`config.mk`:
```
export PLATFORM = sky130hd
export DESIGN_NAME = edf_arbiter_flat
export DESIGN_NICKNAME = d
export VERILOG_FILES = /design/src/rtl/edf_pkg.sv /design/src/rtl/edf_arbiter_if.sv /design/src/rtl/edf_arbiter.sv /design/src/flat_wrapper.sv
export SDC_FILE = /design/constraint.sdc
export NUM_CORES = 1
export LEC_CHECK = 0
export CORE_AREA = 3 3 229 231
export CTS_BUF_LIST = sky130_fd_sc_hd__clkbuf_16
export DETAILED_ROUTE_END_ITERATION = 12
export DIE_AREA = 0 0 232 234
export PLACE_DENSITY = 0.63
export SLEW_MARGIN = 20
export SYNTH_ARGS = -nofsm -noshare
export SYNTH_HDL_FRONTEND = slang
export SYNTH_SLANG_ARGS = --single-unit
```
`constraint.sdc`:
```
create_clock -name clk_i -period 6.2 [get_ports clk_i]
set_input_delay 1.24 -clock clk_i [delete_from_list [all_inputs] [get_ports clk_i]]
set_output_delay 1.24 -clock clk_i [all_outputs]
set_load 0.005 [all_outputs]
```
`src/rtl/edf_pkg.sv`:
```
// Purpose : shared types and defaults for the EDF interrupt arbiter.
// Latency : n/a (declarations only).
// Backpressure: n/a.
package edf_pkg;

  localparam int NrSrcDefault   = 8;
  localparam int TsWidthDefault = 64;

  // Absolute deadline as produced by the gateway cells.
  typedef logic [TsWidthDefault-1:0] deadline_t;

  // Arbiter FSM states.
  typedef enum logic [1:0] {
    IDLE    = 2'd0,
    SCAN    = 2'd1,
    PRESENT = 2'd2,
    CLAIM   = 2'd3
  } edf_arb_state_e;

endpackage

```
`src/rtl/edf_arbiter_if.sv`:
```
// Purpose : bundle between gateway array, EDF arbiter and core interrupt port.
// Latency : n/a (wiring only).
// Backpressure: irq_o is held until irq_ack_i or withdrawal of the pending flag.
//
// Signals:
//   ip_i      pending flag per source (gateway ip_o)
//   dl_i      packed deadlines, source k at [k*TsWidth +: TsWidth]
//   irq_ack_i core accepts the presented interrupt (one-cycle pulse)
//   irq_o     interrupt request to core
//   irq_id_o  index of presented source
//   irq_dl_o  deadline of presented source
//   claim_o   one-hot claim pulse back to the gateway cells
// Modports: master = arbiter side, slave = gateway/core side.
interface edf_arbiter_if #(
  parameter int NrSrc   = 8,
  parameter int TsWidth = 64,
  parameter int IdWidth = $clog2(NrSrc)
);

  logic [NrSrc-1:0]         ip_i;
  logic [NrSrc*TsWidth-1:0] dl_i;
  logic                     irq_ack_i;
  logic                     irq_o;
  logic [IdWidth-1:0]       irq_id_o;
  logic [TsWidth-1:0]       irq_dl_o;
  logic [NrSrc-1:0]         claim_o;

  modport master (
    input  ip_i, dl_i, irq_ack_i,
    output irq_o, irq_id_o, irq_dl_o, claim_o
  );

  modport slave (
    output ip_i, dl_i, irq_ack_i,
    input  irq_o, irq_id_o, irq_dl_o, claim_o
  );

endinterface

```
`src/rtl/edf_arbiter.sv`:
```
// Purpose : earliest-deadline-first arbiter; sequentially scans all sources,
//           presents the pending source with the earliest deadline to the core
//           and pulses claim_o back to that source's gateway on acknowledge.
// Latency : ip_i rising in IDLE -> irq_o high NrSrc+1 cycles later.
// Backpressure: irq_o held until irq_ack_i or the presented ip_i bit drops.
//
// Ports:
//   clk_i, rst_ni  clock, asynchronous active-low reset
//   bus            edf_arbiter_if.master (ip_i, dl_i, irq_ack_i in;
//                  irq_o, irq_id_o, irq_dl_o, claim_o out)
// Optional: define EDF_PREEMPT_EN to keep scanning while presenting and swap in
//           a strictly earlier deadline at the end of each background pass.
module edf_arbiter
  import edf_pkg::*;
#(
  parameter int NrSrc   = NrSrcDefault,
  parameter int TsWidth = TsWidthDefault,
  parameter int IdWidth = $clog2(NrSrc)
) (
  input logic         clk_i,
  input logic         rst_ni,
  edf_arbiter_if.master bus
);

  edf_arb_state_e     state;
  logic [IdWidth-1:0] idx;
  logic               best_vld;
  logic [IdWidth-1:0] best_id;
  logic [TsWidth-1:0] best_dl;

  // Single comparator datapath shared by the foreground and background scans.
  logic [TsWidth-1:0] cand_dl;
  logic               take;
  logic               nxt_vld;
  logic [IdWidth-1:0] nxt_id;
  logic [TsWidth-1:0] nxt_dl;
  logic               scan_last;
  logic [NrSrc-1:0]   claim_vec;

  always_comb begin
    cand_dl   = bus.dl_i[int'(idx)*TsWidth +: TsWidth];
    // Strict less-than: on a tie the earlier (lower) index is kept.
    take      = bus.ip_i[idx] && (!best_vld || (cand_dl < best_dl));
    nxt_vld   = best_vld | bus.ip_i[idx];
    nxt_id    = take ? idx : best_id;
    nxt_dl    = take ? cand_dl : best_dl;
    scan_last = (idx == IdWidth'(NrSrc - 1));
    claim_vec = '0;
    claim_vec[bus.irq_id_o] = 1'b1;
  end

  always_ff @(posedge clk_i or negedge rst_ni) begin
    if (!rst_ni) begin
      state        <= IDLE;
      idx          <= '0;
      best_vld     <= 1'b0;
      best_id      <= '0;
      best_dl      <= '0;
      bus.irq_o    <= 1'b0;
      bus.irq_id_o <= '0;
      bus.irq_dl_o <= '0;
      bus.claim_o  <= '0;
    end else begin
      // claim_o is a pulse: it is only ever set on the PRESENT->CLAIM edge.
      bus.claim_o <= '0;
      case (state)
        IDLE: begin
          idx      <= '0;
          best_vld <= 1'b0;
          if (|bus.ip_i) state <= SCAN;
        end

        SCAN: begin
          best_vld <= nxt_vld;
          best_id  <= nxt_id;
          best_dl  <= nxt_dl;
          idx      <= idx + 1'b1;
          if (scan_last) begin
            // Last index folds into the decision combinationally so the
            // winner is presented on the same edge the pass completes.
            idx      <= '0;
            best_vld <= 1'b0;
            if (nxt_vld) begin
              state        <= PRESENT;
              bus.irq_o    <= 1'b1;
              bus.irq_id_o <= nxt_id;
              bus.irq_dl_o <= nxt_dl;
            end else begin
              state <= IDLE;
            end
          end
        end

        PRESENT: begin
          if (!bus.ip_i[bus.irq_id_o]) begin
            // Withdrawal beats a same-cycle ack: no claim is issued.
            bus.irq_o <= 1'b0;
            state     <= IDLE;
          end else if (bus.irq_ack_i) begin
            bus.irq_o   <= 1'b0;
            bus.claim_o <= claim_vec;
            state       <= CLAIM;
          end
`ifdef EDF_PREEMPT_EN
          else begin
            best_vld <= nxt_vld;
            best_id  <= nxt_id;
            best_dl  <= nxt_dl;
            idx      <= idx + 1'b1;
            if (scan_last) begin
              idx      <= '0;
              best_vld <= 1'b0;
              if (nxt_vld && (nxt_dl < bus.irq_dl_o)) begin
                bus.irq_id_o <= nxt_id;
                bus.irq_dl_o <= nxt_dl;
              end
            end
          end
`endif
        end

        CLAIM: begin
          // Gateway drops its ip on this edge; IDLE then sees the cleared flag.
          state <= IDLE;
        end

        default: state <= IDLE;
      endcase
    end
  end

endmodule
```
`src/flat_wrapper.sv`:
```
// flat-port wrapper written by rule: the top's interface ports become plain ports
module edf_arbiter_flat import edf_pkg::*;
#(
  parameter int NrSrc   = NrSrcDefault,
  parameter int TsWidth = TsWidthDefault,
  parameter int IdWidth = $clog2(NrSrc)
)
  (clk_i, rst_ni, bus_ip_i, bus_dl_i, bus_irq_ack_i, bus_irq_o, bus_irq_id_o, bus_irq_dl_o, bus_claim_o);
  edf_arbiter_if #(.NrSrc(NrSrc), .TsWidth(TsWidth), .IdWidth(IdWidth)) bus_i ();
  input logic clk_i;
  input logic rst_ni;
  input wire logic [$bits(bus_i.ip_i)-1:0] bus_ip_i;
  input wire logic [$bits(bus_i.dl_i)-1:0] bus_dl_i;
  input wire logic [$bits(bus_i.irq_ack_i)-1:0] bus_irq_ack_i;
  output wire logic [$bits(bus_i.irq_o)-1:0] bus_irq_o;
  output wire logic [$bits(bus_i.irq_id_o)-1:0] bus_irq_id_o;
  output wire logic [$bits(bus_i.irq_dl_o)-1:0] bus_irq_dl_o;
  output wire logic [$bits(bus_i.claim_o)-1:0] bus_claim_o;
  assign bus_i.ip_i = bus_ip_i;
  assign bus_i.dl_i = bus_dl_i;
  assign bus_i.irq_ack_i = bus_irq_ack_i;
  assign bus_irq_o = bus_i.irq_o;
  assign bus_irq_id_o = bus_i.irq_id_o;
  assign bus_irq_dl_o = bus_i.irq_dl_o;
  assign bus_claim_o = bus_i.claim_o;
  edf_arbiter #(.NrSrc(NrSrc), .TsWidth(TsWidth), .IdWidth(IdWidth)) u_core (.clk_i(clk_i), .rst_ni(rst_ni), .bus(bus_i));
endmodule
```
==> results.rst, run 1 <==
.. list-table::
   :header-rows: 1

   * - Metric
     - Value
   * - Drt first-iter violations
     - between 500 and 600
   * - Global router's overall resource usage
     - 0.176
   * - Wire length reported by the detailed router
     - 49.5 mm
   * - Total number of H-tree levels
     - 4
   * - Register bit total from synthesis
     - between 100 and 150
   * - Post-Synthesis Mean Instance Area
     - roughly 11 um2
   * - Weighted congestion at the end of routability-driven global placement
     - 0.841
   * - Worst Hold Slack
     - approximately 480 ps
   * - Gate family responsible for the most delay along the worst path
     - compound AO/OA/AOI/OAI gates
   * - Bufs and invs on worst path
     - 2
   * - Largest driver fanout on the critical path
     - between 60 and 70
   * - Hold-critical path endpoint
     - u_core.bus.irq_dl_o[22]
   * - Worst-path cell with the longest stage delay
     - sky130_fd_sc_hd__buf_4
   * - Detail Route Antenna Nets
     - 0
   * - Netlist cell types
     - between 40 and 50
   * - Vias per inst
     - 4.90
   * - Final net count
     - approximately 2,200
   * - Maximum clock rate
     - ~190 MHz
   * - CTS max path bufs
     - 2
   * - Post-synthesis net count
     - 1,649
   * - Number of max-slew violations in the final report
     - 0
   * - Source-to-sink clock delay at the later pin of the worst-skew pair
     - about 430 ps
   * - CP Cell Sequence
     - clkdlybuf4s50_1 > mux4_2 > mux2_2 > ha_1 > and3_1 > a221o_1 > o21ai_0 > a21oi_1 > o311ai_4 > buf_4 > a21oi_1 > o31ai_1
   * - Count of flip-flops with a built-in enable after synthesis
     - 0
   * - Total I/O pin count
     - between 500 and 600
   * - Top FF cell, synth
     - sky130_fd_sc_hd__dfrtp_1
   * - Clock-pin slew on the worst setup and hold paths
     - about 60 ps
   * - Worst rel slew slack
     - 0.410
   * - Commonest non-fill, non-tap cell in the layout
     - sky130_fd_sc_hd__clkdlybuf4s50_1
   * - Buffers inserted by post-CTS timing repair
     - 0
   * - Commonest non-fill, non-tap cells in the layout
     - sky130_fd_sc_hd__clkdlybuf4s50_1 (597), sky130_fd_sc_hd__dfrtp_1 (146), sky130_fd_sc_hd__mux4_2 (132)
   * - Most used cell, CP
     - sky130_fd_sc_hd__a21oi_1
   * - Largest net degree at the start of global routing
     - a little under 90
   * - Type of the tightest min-delay check
     - reg2reg
   * - Number of buffers created by CTS
     - 17
   * - Share of flip-flops with an asynchronous set or reset after synthesis
     - 1.00
   * - Number of setup violations in the final report
     - 0
   * - Total stage count of the critical path
     - 12
   * - Clock skew
     - approximately 11 ps
   * - Beginning of the worst hold path
     - u_core.bus.irq_dl_o[22]
   * - Max stage delay on crit path
     - 720 ps
   * - Worst setup path class
     - in2reg
   * - Clk root buf
     - sky130_fd_sc_hd__clkbuf_16
   * - Leakage component of the power
     - 7.64 nW
   * - Share of cells above drive strength 1
     - 0.186
   * - Detailed-router iteration count before antenna repair
     - 5
   * - Synthesized netlist cell count
     - between 1,000 and 1,500
   * - Half-perimeter wire length after placement
     - roughly 40 mm
   * - Worst R2R End
     - u_core.bus.irq_dl_o[34]
   * - Outcome
     - finished, final reports clean
   * - Core utilization of the finished layout
     - 0.385
   * - Port bufs
     - ~600
   * - Number of global-route vias before repair
     - ~12,000
   * - TritonCTS clock tree
     - done
   * - Hold violation total from the final report
     - 0
   * - Cell depth of the worst flop-to-flop path
     - 12
   * - Mapped cell area
     - ~12,000 um2
   * - Worst flop-to-flop path startpoint
     - u_core.idx[0]
   * - Slew at the pin closest to its max-slew limit
     - a little under 900 ps
   * - Flop2flop setup slack
     - 970 ps
   * - Detail-routed net length per standard cell
     - ~22 um
   * - Post-cts gate resize count
     - 0
   * - Signed area change from the synthesized netlist to the final layout
     - 60.7%
   * - First-pass GRT wire length
     - just over 70 mm
   * - Die boundary width
     - between 200 and 250 um
   * - DRC viols
     - 0
   * - Die height
     - around 230 um
   * - Ratio of total power to cell area
     - roughly 440 nW/um2
   * - Setup TNS
     - 0 ps
   * - Maximum VDD drop
     - between 0.00015 and 0.0002 V
   * - Row Count
     - 82
   * - Final period util
     - 0.844
   * - Cell depth of the worst hold path
     - 2
   * - Number of hold-repair buffers added at the cts stage
     - 0
   * - Post-route minimum period
     - approximately 5200 ps
   * - Core region area
     - around 50,000 um2
   * - Aggregate global routing overflow
     - 0
   * - Number of maximum-capacitance constraint violations
     - 0
   * - Required time of the critical path
     - roughly 6500 ps
   * - Antenna violations before repair
     - 3
   * - Area of the die
     - 54,300 um2
   * - Nature of the critical path startpoint
     - primary input
   * - Critical path capture point type
     - flop
   * - Via Count
     - around 11,000
   * - Warnings from Yosys
     - 0
   * - Initial Utilization
     - 0.239
   * - Arrival time of data at the critical path endpoint
     - ~5600 ps
   * - Sequential area share after synthesis
     - 0.310
   * - Sink count of the clock tree
     - roughly 150
   * - RSZ-0062 raised after global routing
     - no
==> layout make-up <==
class	instances	area, um2
flip-flops and latches	149	3740
well taps	672	841
repair buffers	627	6270
inverters	74	278
diodes	1	2.50
clock buffers	17	425
clock inverters	15	116
multi-input cells	744	7670
fillers	4884	30900
==> routing by layer <==
| layer | share of wire | GRT usage |
|---|---|---|
| met5 | 0.00022 | 0 |
| met4 | 0.010 | 0.0320 |
| met3 | 0.069 | 0.0426 |
| met2 | 0.50 | 0.309 |
| met1 | 0.42 | 0.223 |
==> cell usage after synthesis, types with 2 or more instances <==
| library cell | instances | area, um2 |
|---|---|---|
| sky130_fd_sc_hd__nand3_1 | 9 | 45.0 |
| sky130_fd_sc_hd__o211ai_1 | 2 | 15.0 |
| sky130_fd_sc_hd__ha_1 | 68 | 851 |
| sky130_fd_sc_hd__o311a_1 | 2 | 20.0 |
| sky130_fd_sc_hd__dfrtp_1 | 149 | 3730 |
| sky130_fd_sc_hd__and4_1 | 4 | 35.0 |
| sky130_fd_sc_hd__o21a_1 | 2 | 15.0 |
| sky130_fd_sc_hd__nor3_1 | 67 | 335 |
| sky130_fd_sc_hd__inv_1 | 74 | 278 |
| sky130_fd_sc_hd__nor2_1 | 16 | 60.1 |
| sky130_fd_sc_hd__nand2b_1 | 3 | 18.8 |
| sky130_fd_sc_hd__mux2_2 | 102 | 1150 |
| sky130_fd_sc_hd__and3_1 | 5 | 31.3 |
| sky130_fd_sc_hd__buf_4 | 5 | 37.5 |
| sky130_fd_sc_hd__nand2_1 | 80 | 300 |
| sky130_fd_sc_hd__a211oi_1 | 4 | 30.0 |
| sky130_fd_sc_hd__o31ai_1 | 64 | 480 |
| sky130_fd_sc_hd__a21oi_1 | 87 | 435 |
| sky130_fd_sc_hd__nand4b_1 | 2 | 17.5 |
| sky130_fd_sc_hd__buf_6 | 3 | 33.8 |
| sky130_fd_sc_hd__mux2i_1 | 5 | 50.1 |
| sky130_fd_sc_hd__mux4_2 | 132 | 2970 |
| sky130_fd_sc_hd__or4_1 | 4 | 30.0 |
| sky130_fd_sc_hd__mux2_1 | 29 | 327 |
| sky130_fd_sc_hd__clkbuf_1 | 49 | 184 |
| sky130_fd_sc_hd__a21o_1 | 10 | 75.1 |
| sky130_fd_sc_hd__buf_2 | 19 | 95.1 |
| sky130_fd_sc_hd__a211o_1 | 2 | 17.5 |
| sky130_fd_sc_hd__a221o_1 | 3 | 30.0 |
| sky130_fd_sc_hd__nand4_1 | 7 | 43.8 |
| sky130_fd_sc_hd__buf_1 | 15 | 56.3 |
| sky130_fd_sc_hd__o21ai_1 | 3 | 15.0 |
| sky130_fd_sc_hd__o21ai_0 | 14 | 70.1 |
| sky130_fd_sc_hd__a31oi_1 | 3 | 18.8 |
==> sequential cells by signal, indices dropped and copies added, names as in the netlist <==
signal,cells
u_core.best_vld,1
u_core.bus.irq_dl_o,64
u_core.idx,3
u_core.bus.claim_o,8
u_core.bus.irq_o,1
u_core.best_dl,64
u_core.bus.irq_id_o,3
u_core.state,2
u_core.best_id,3
==> per-stage QoR <==
stage	total power, mW	area [um2]	instances	setup slack (ps)
6_report	8.45	19300	2299	970
2_1_floorplan	5.44	12000	1058	1440
4_1_cts	8.59	19300	2298	819
3_5_place_dp	7.55	18800	2266	476
5_1_grt	9.19	19300	2298	529
3_3_place_gp	7.46	18800	2266	561
==> worst max-delay path by stage <==
stage | startpoint | endpoint | slack, ps
after floorplan | u_core.idx[0] | u_core.best_dl[54] | 1440
after global placement | bus_dl_i[395] | u_core.bus.irq_dl_o[34] | 560
after detailed placement | bus_dl_i[381] | u_core.bus.irq_dl_o[2] | 480
after CTS | u_core.idx[0] | u_core.bus.irq_dl_o[37] | 820
after global routing | u_core.idx[0] | u_core.bus.irq_dl_o[40] | 530
final | bus_dl_i[395] | u_core.bus.irq_dl_o[34] | 970
==> worst min-delay path, delay by kind of cell, from the launching register on <==
family / cells / cell delay, ps
flip-flops: 1 / 340
AND/OR/NAND/NOR: 1 / 50
AO/OA/AOI/OAI: 1 / 50
==> where the power goes <==
part | total [mW] | internal [mW] | switching, mW | leakage, nW
registers | 1.94 | 1.43 | 0.510 | 1.77
clock network | 0.992 | 0.547 | 0.445 | 0.267
logic | 5.51 | 2.91 | 2.60 | 5.60
==> logic make-up after synthesis <==
kind of cell / synth area share
AO/OA/AOI/OAI: 0.110
buffers and inverters: 0.0569
adder cells (fa/ha/maj): 0.0707
AND/OR/NAND/NOR: 0.0795
multiplexers: 0.374
flip-flops: 0.310
No activity file was read; power rests on OpenSTA's default activity.
==> run 2, diff against run 1 <==
Clock period 6.2 ns to 5.2 ns, I/O delays scaled along.
==> run 2 against run 1 <==
Clock power grew 19%. Sequential power rose by 13%. Worst setup slack worse by 580 ps. Hold slack better by 1.1 ps. Final area rose by 0.82%. Via count grew 0.11%. Clock skew grew 4.1 ps. Count of clock-buffer cells in the layout stayed put. Sequential share of layout area fell by 0.16 points. Critical path depth up 2. First-iteration DRC count increased by 38%. Routed wire length is the same.
==> results.rst, run 2 (same netlist as run 1, synthesis figures left out) <==
.. list-table::
   :header-rows: 1

   * - Metric
     - Value
   * - DRC viols
     - 0 (unchanged)
   * - Required time of the critical path
     - 5530 ps (-1000 ps)
   * - Ratio of total power to cell area
     - 525 nW/um2 (+20%)
   * - Signed area change from the synthesized netlist to the final layout
     - 62.0%
   * - Total stage count of the critical path
     - 14 (+2)
   * - Hold violation total from the final report
     - 0 (unchanged)
   * - Number of setup violations in the final report
     - 0 (unchanged)
   * - Nature of the critical path startpoint
     - flop
   * - Initial Utilization
     - 0.239 (unchanged)
   * - Worst-path cell with the longest stage delay
     - sky130_fd_sc_hd__a2111oi_1
   * - Detailed-router iteration count before antenna repair
     - 5 (unchanged)
   * - TritonCTS clock tree
     - done
   * - Worst Hold Slack
     - 479 ps (+1.13 ps)
   * - Maximum clock rate
     - between 200 and 250 MHz
   * - Bufs and invs on worst path
     - 4 (+2)
   * - Gate family responsible for the most delay along the worst path
     - compound AO/OA/AOI/OAI gates
   * - Commonest non-fill, non-tap cells in the layout
     - sky130_fd_sc_hd__clkdlybuf4s50_1 (597), sky130_fd_sc_hd__dfrtp_1 (146), sky130_fd_sc_hd__mux4_2 (132)
   * - Final period util
     - 0.926
   * - RSZ-0062 raised after global routing
     - no
   * - Post-route minimum period
     - 4810 ps
   * - Number of maximum-capacitance constraint violations
     - 0 (unchanged)
   * - Wire length reported by the detailed router
     - 49.5 mm (unchanged)
   * - Maximum VDD drop
     - 0.000371 V (+100%)
   * - Area of the die
     - 54,300 um2 (unchanged)
   * - Half-perimeter wire length after placement
     - 39.8 mm (-0.13%)
   * - Cell depth of the worst flop-to-flop path
     - 14 (+2)
   * - Largest net degree at the start of global routing
     - 80 (-8.0%)
   * - Leakage component of the power
     - 7.71 nW (+0.96%)
   * - Type of the tightest min-delay check
     - reg2reg
   * - Number of buffers created by CTS
     - 17 (unchanged)
   * - Ant diodes
     - 0 (-1)
   * - Global router's overall resource usage
     - 0.175 (-0.00100)
   * - Port bufs
     - 598 (unchanged)
   * - Commonest non-fill, non-tap cell in the layout
     - sky130_fd_sc_hd__clkdlybuf4s50_1
   * - Sink count of the clock tree
     - 149 (unchanged)
   * - Total I/O pin count
     - 599 (unchanged)
   * - Slew at the pin closest to its max-slew limit
     - 781 ps (-103 ps)
   * - Via Count
     - 11,300 (+0.11%)
   * - Vias per inst
     - 4.90 (-0.11%)
   * - Source-to-sink clock delay at the later pin of the worst-skew pair
     - 450 ps (+20 ps)
   * - Arrival time of data at the critical path endpoint
     - 5140 ps (-420 ps)
   * - Antenna violations before repair
     - 4 (+1)
   * - Aggregate global routing overflow
     - 0 (unchanged)
   * - Number of global-route vias before repair
     - 11,700 (-0.62%)
   * - Detail Route Antenna Nets
     - 0 (unchanged)
   * - Die height
     - 234 um (unchanged)
   * - Core utilization of the finished layout
     - 0.388 (+0.00314)
   * - Detail-routed net length per standard cell
     - 21.5 um (-0.22%)
   * - Max stage delay on crit path
     - 660 ps (-60 ps)
   * - Row Count
     - 82 (unchanged)
   * - Weighted congestion at the end of routability-driven global placement
     - 0.861 (+2.3%)
   * - Share of cells above drive strength 1
     - 0.190 (+0.00360)
   * - Worst rel slew slack
     - 0.479 (+0.0690)
   * - Biggest regs
     - u_core.best_dl (64), u_core.bus.irq_dl_o (64), u_core.bus.claim_o (8)
   * - Critical path capture point type
     - flop
   * - Clock-pin slew on the worst setup and hold paths
     - 60 ps (about the same)
   * - Drt first-iter violations
     - 705 (+38%)
   * - Core region area
     - 50,300 um2 (unchanged)
   * - Worst setup path class
     - reg2reg
   * - Number of max-slew violations in the final report
     - 0 (unchanged)
   * - Cell depth of the worst hold path
     - 2 (unchanged)
   * - First-pass GRT wire length
     - 72.0 mm (-0.50%)
   * - Final net count
     - 2,210 (+0.27%)
   * - Die boundary width
     - 232 um (unchanged)
   * - Buffers inserted by post-CTS timing repair
     - 0 (unchanged)
   * - CTS max path bufs
     - 2 (unchanged)
   * - Outcome
     - finished, final reports clean
   * - CP Cell Sequence
     - buf_12 > buf_4 > mux4_2 > mux2_2 > ha_1 > a211oi_1 > o21bai_1 > a2111oi_1 > o31ai_1 > a211oi_4 > buf_4 > buf_12 > a21oi_1 > o31ai_1
   * - Total number of H-tree levels
     - 4 (unchanged)
   * - Clk root buf
     - sky130_fd_sc_hd__clkbuf_16
   * - Clock skew
     - 14.9 ps (+4.11 ps)
   * - Largest driver fanout on the critical path
     - 31 (-52%)
run 2: changes by cell type in the layout (fill, tap and decap cells not counted):
| cell | previous run | this run |
|---|---|---|
| sky130_fd_sc_hd__buf_12 | 5 | 14 |
| sky130_fd_sc_hd__a2111oi_0 | 1 | 0 |
| sky130_fd_sc_hd__clkinv_4 | 1 | 2 |
| sky130_fd_sc_hd__clkinv_2 | 3 | 4 |
| sky130_fd_sc_hd__inv_6 | 2 | 1 |
| sky130_fd_sc_hd__diode_2 | 1 | 0 |
| sky130_fd_sc_hd__a2111oi_1 | 0 | 1 |
| sky130_fd_sc_hd__buf_4 | 24 | 21 |
| sky130_fd_sc_hd__clkinv_1 | 1 | 0 |
run 2: cell type report:
class	instances	area, um2
multi-input combinational	744	7680
inverter	74	278
clock buffer	17	425
sequential	149	3740
timing repair buffer	633	6420
tap	672	841
clock inverter	15	118
fill	4870	30800
run 2: layer usage:
| metal | up-vias | part of all wire | global-route usage |
|---|---|---|---|
| met1 | 5597 | 0.42 | 0.226 |
| met4 | 2 | 0.022 | 0.0490 |
| met3 | 56 | 0.067 | 0.0403 |
| li1 | 5202 | - | - |
| met2 | 428 | 0.49 | 0.296 |
| met5 | - | 0.00026 | 0 |
run 2: power by group:
part | total [mW] | internal (mW) | switching [mW]
Sequential | 2.19 | 1.71 | 0.481
Clock | 1.18 | 0.651 | 0.532
Combinational | 6.85 | 3.57 | 3.29
run 2: path summary, 6_finish.rpt:
| path | start | endpoint | slack, ps |
|---|---|---|---|
| max | u_core.idx[0] | u_core.bus.irq_dl_o[32] | 390 |
| min | u_core.bus.irq_dl_o[54] | u_core.bus.irq_dl_o[54] | 480 |
| max reg2reg | u_core.idx[0] | u_core.bus.irq_dl_o[32] | 390 |
| min reg2reg | u_core.bus.irq_dl_o[54] | u_core.bus.irq_dl_o[54] | 480 |
| max in group asynchronous | rst_ni | u_core.best_dl[33] | 3480 |
| min in group asynchronous | rst_ni | u_core.bus.claim_o[0] | 620 |
run 2: through the flow:
stage	cells	power, mW	area, um2	worst slack (ps)	TNS, ps
2_1_floorplan	1058	6.49	12000	437	0
3_3_place_gp	2272	9.04	19000	-146	-12900
3_5_place_dp	2272	9.16	19000	-155	-6180
4_1_cts	2304	10.4	19500	163	0
5_1_grt	2304	11.1	19500	115	0
6_report	2304	10.2	19500	386	0
run 2: worst min-delay path, cell delays in order, from the launching register on:
cell and delay, ps:
sky130_fd_sc_hd__dfrtp_1 340, sky130_fd_sc_hd__nand2_1 50, sky130_fd_sc_hd__o31ai_1 60
run 2: what timing repair did:
| item | 4_1_cts | 5_1_grt |
|---|---|---|
| gates resized for setup | 0 | 1 |
| endpoints found under the setup margin | 0 | 8 |
| hold buffers | 0 | 0 |
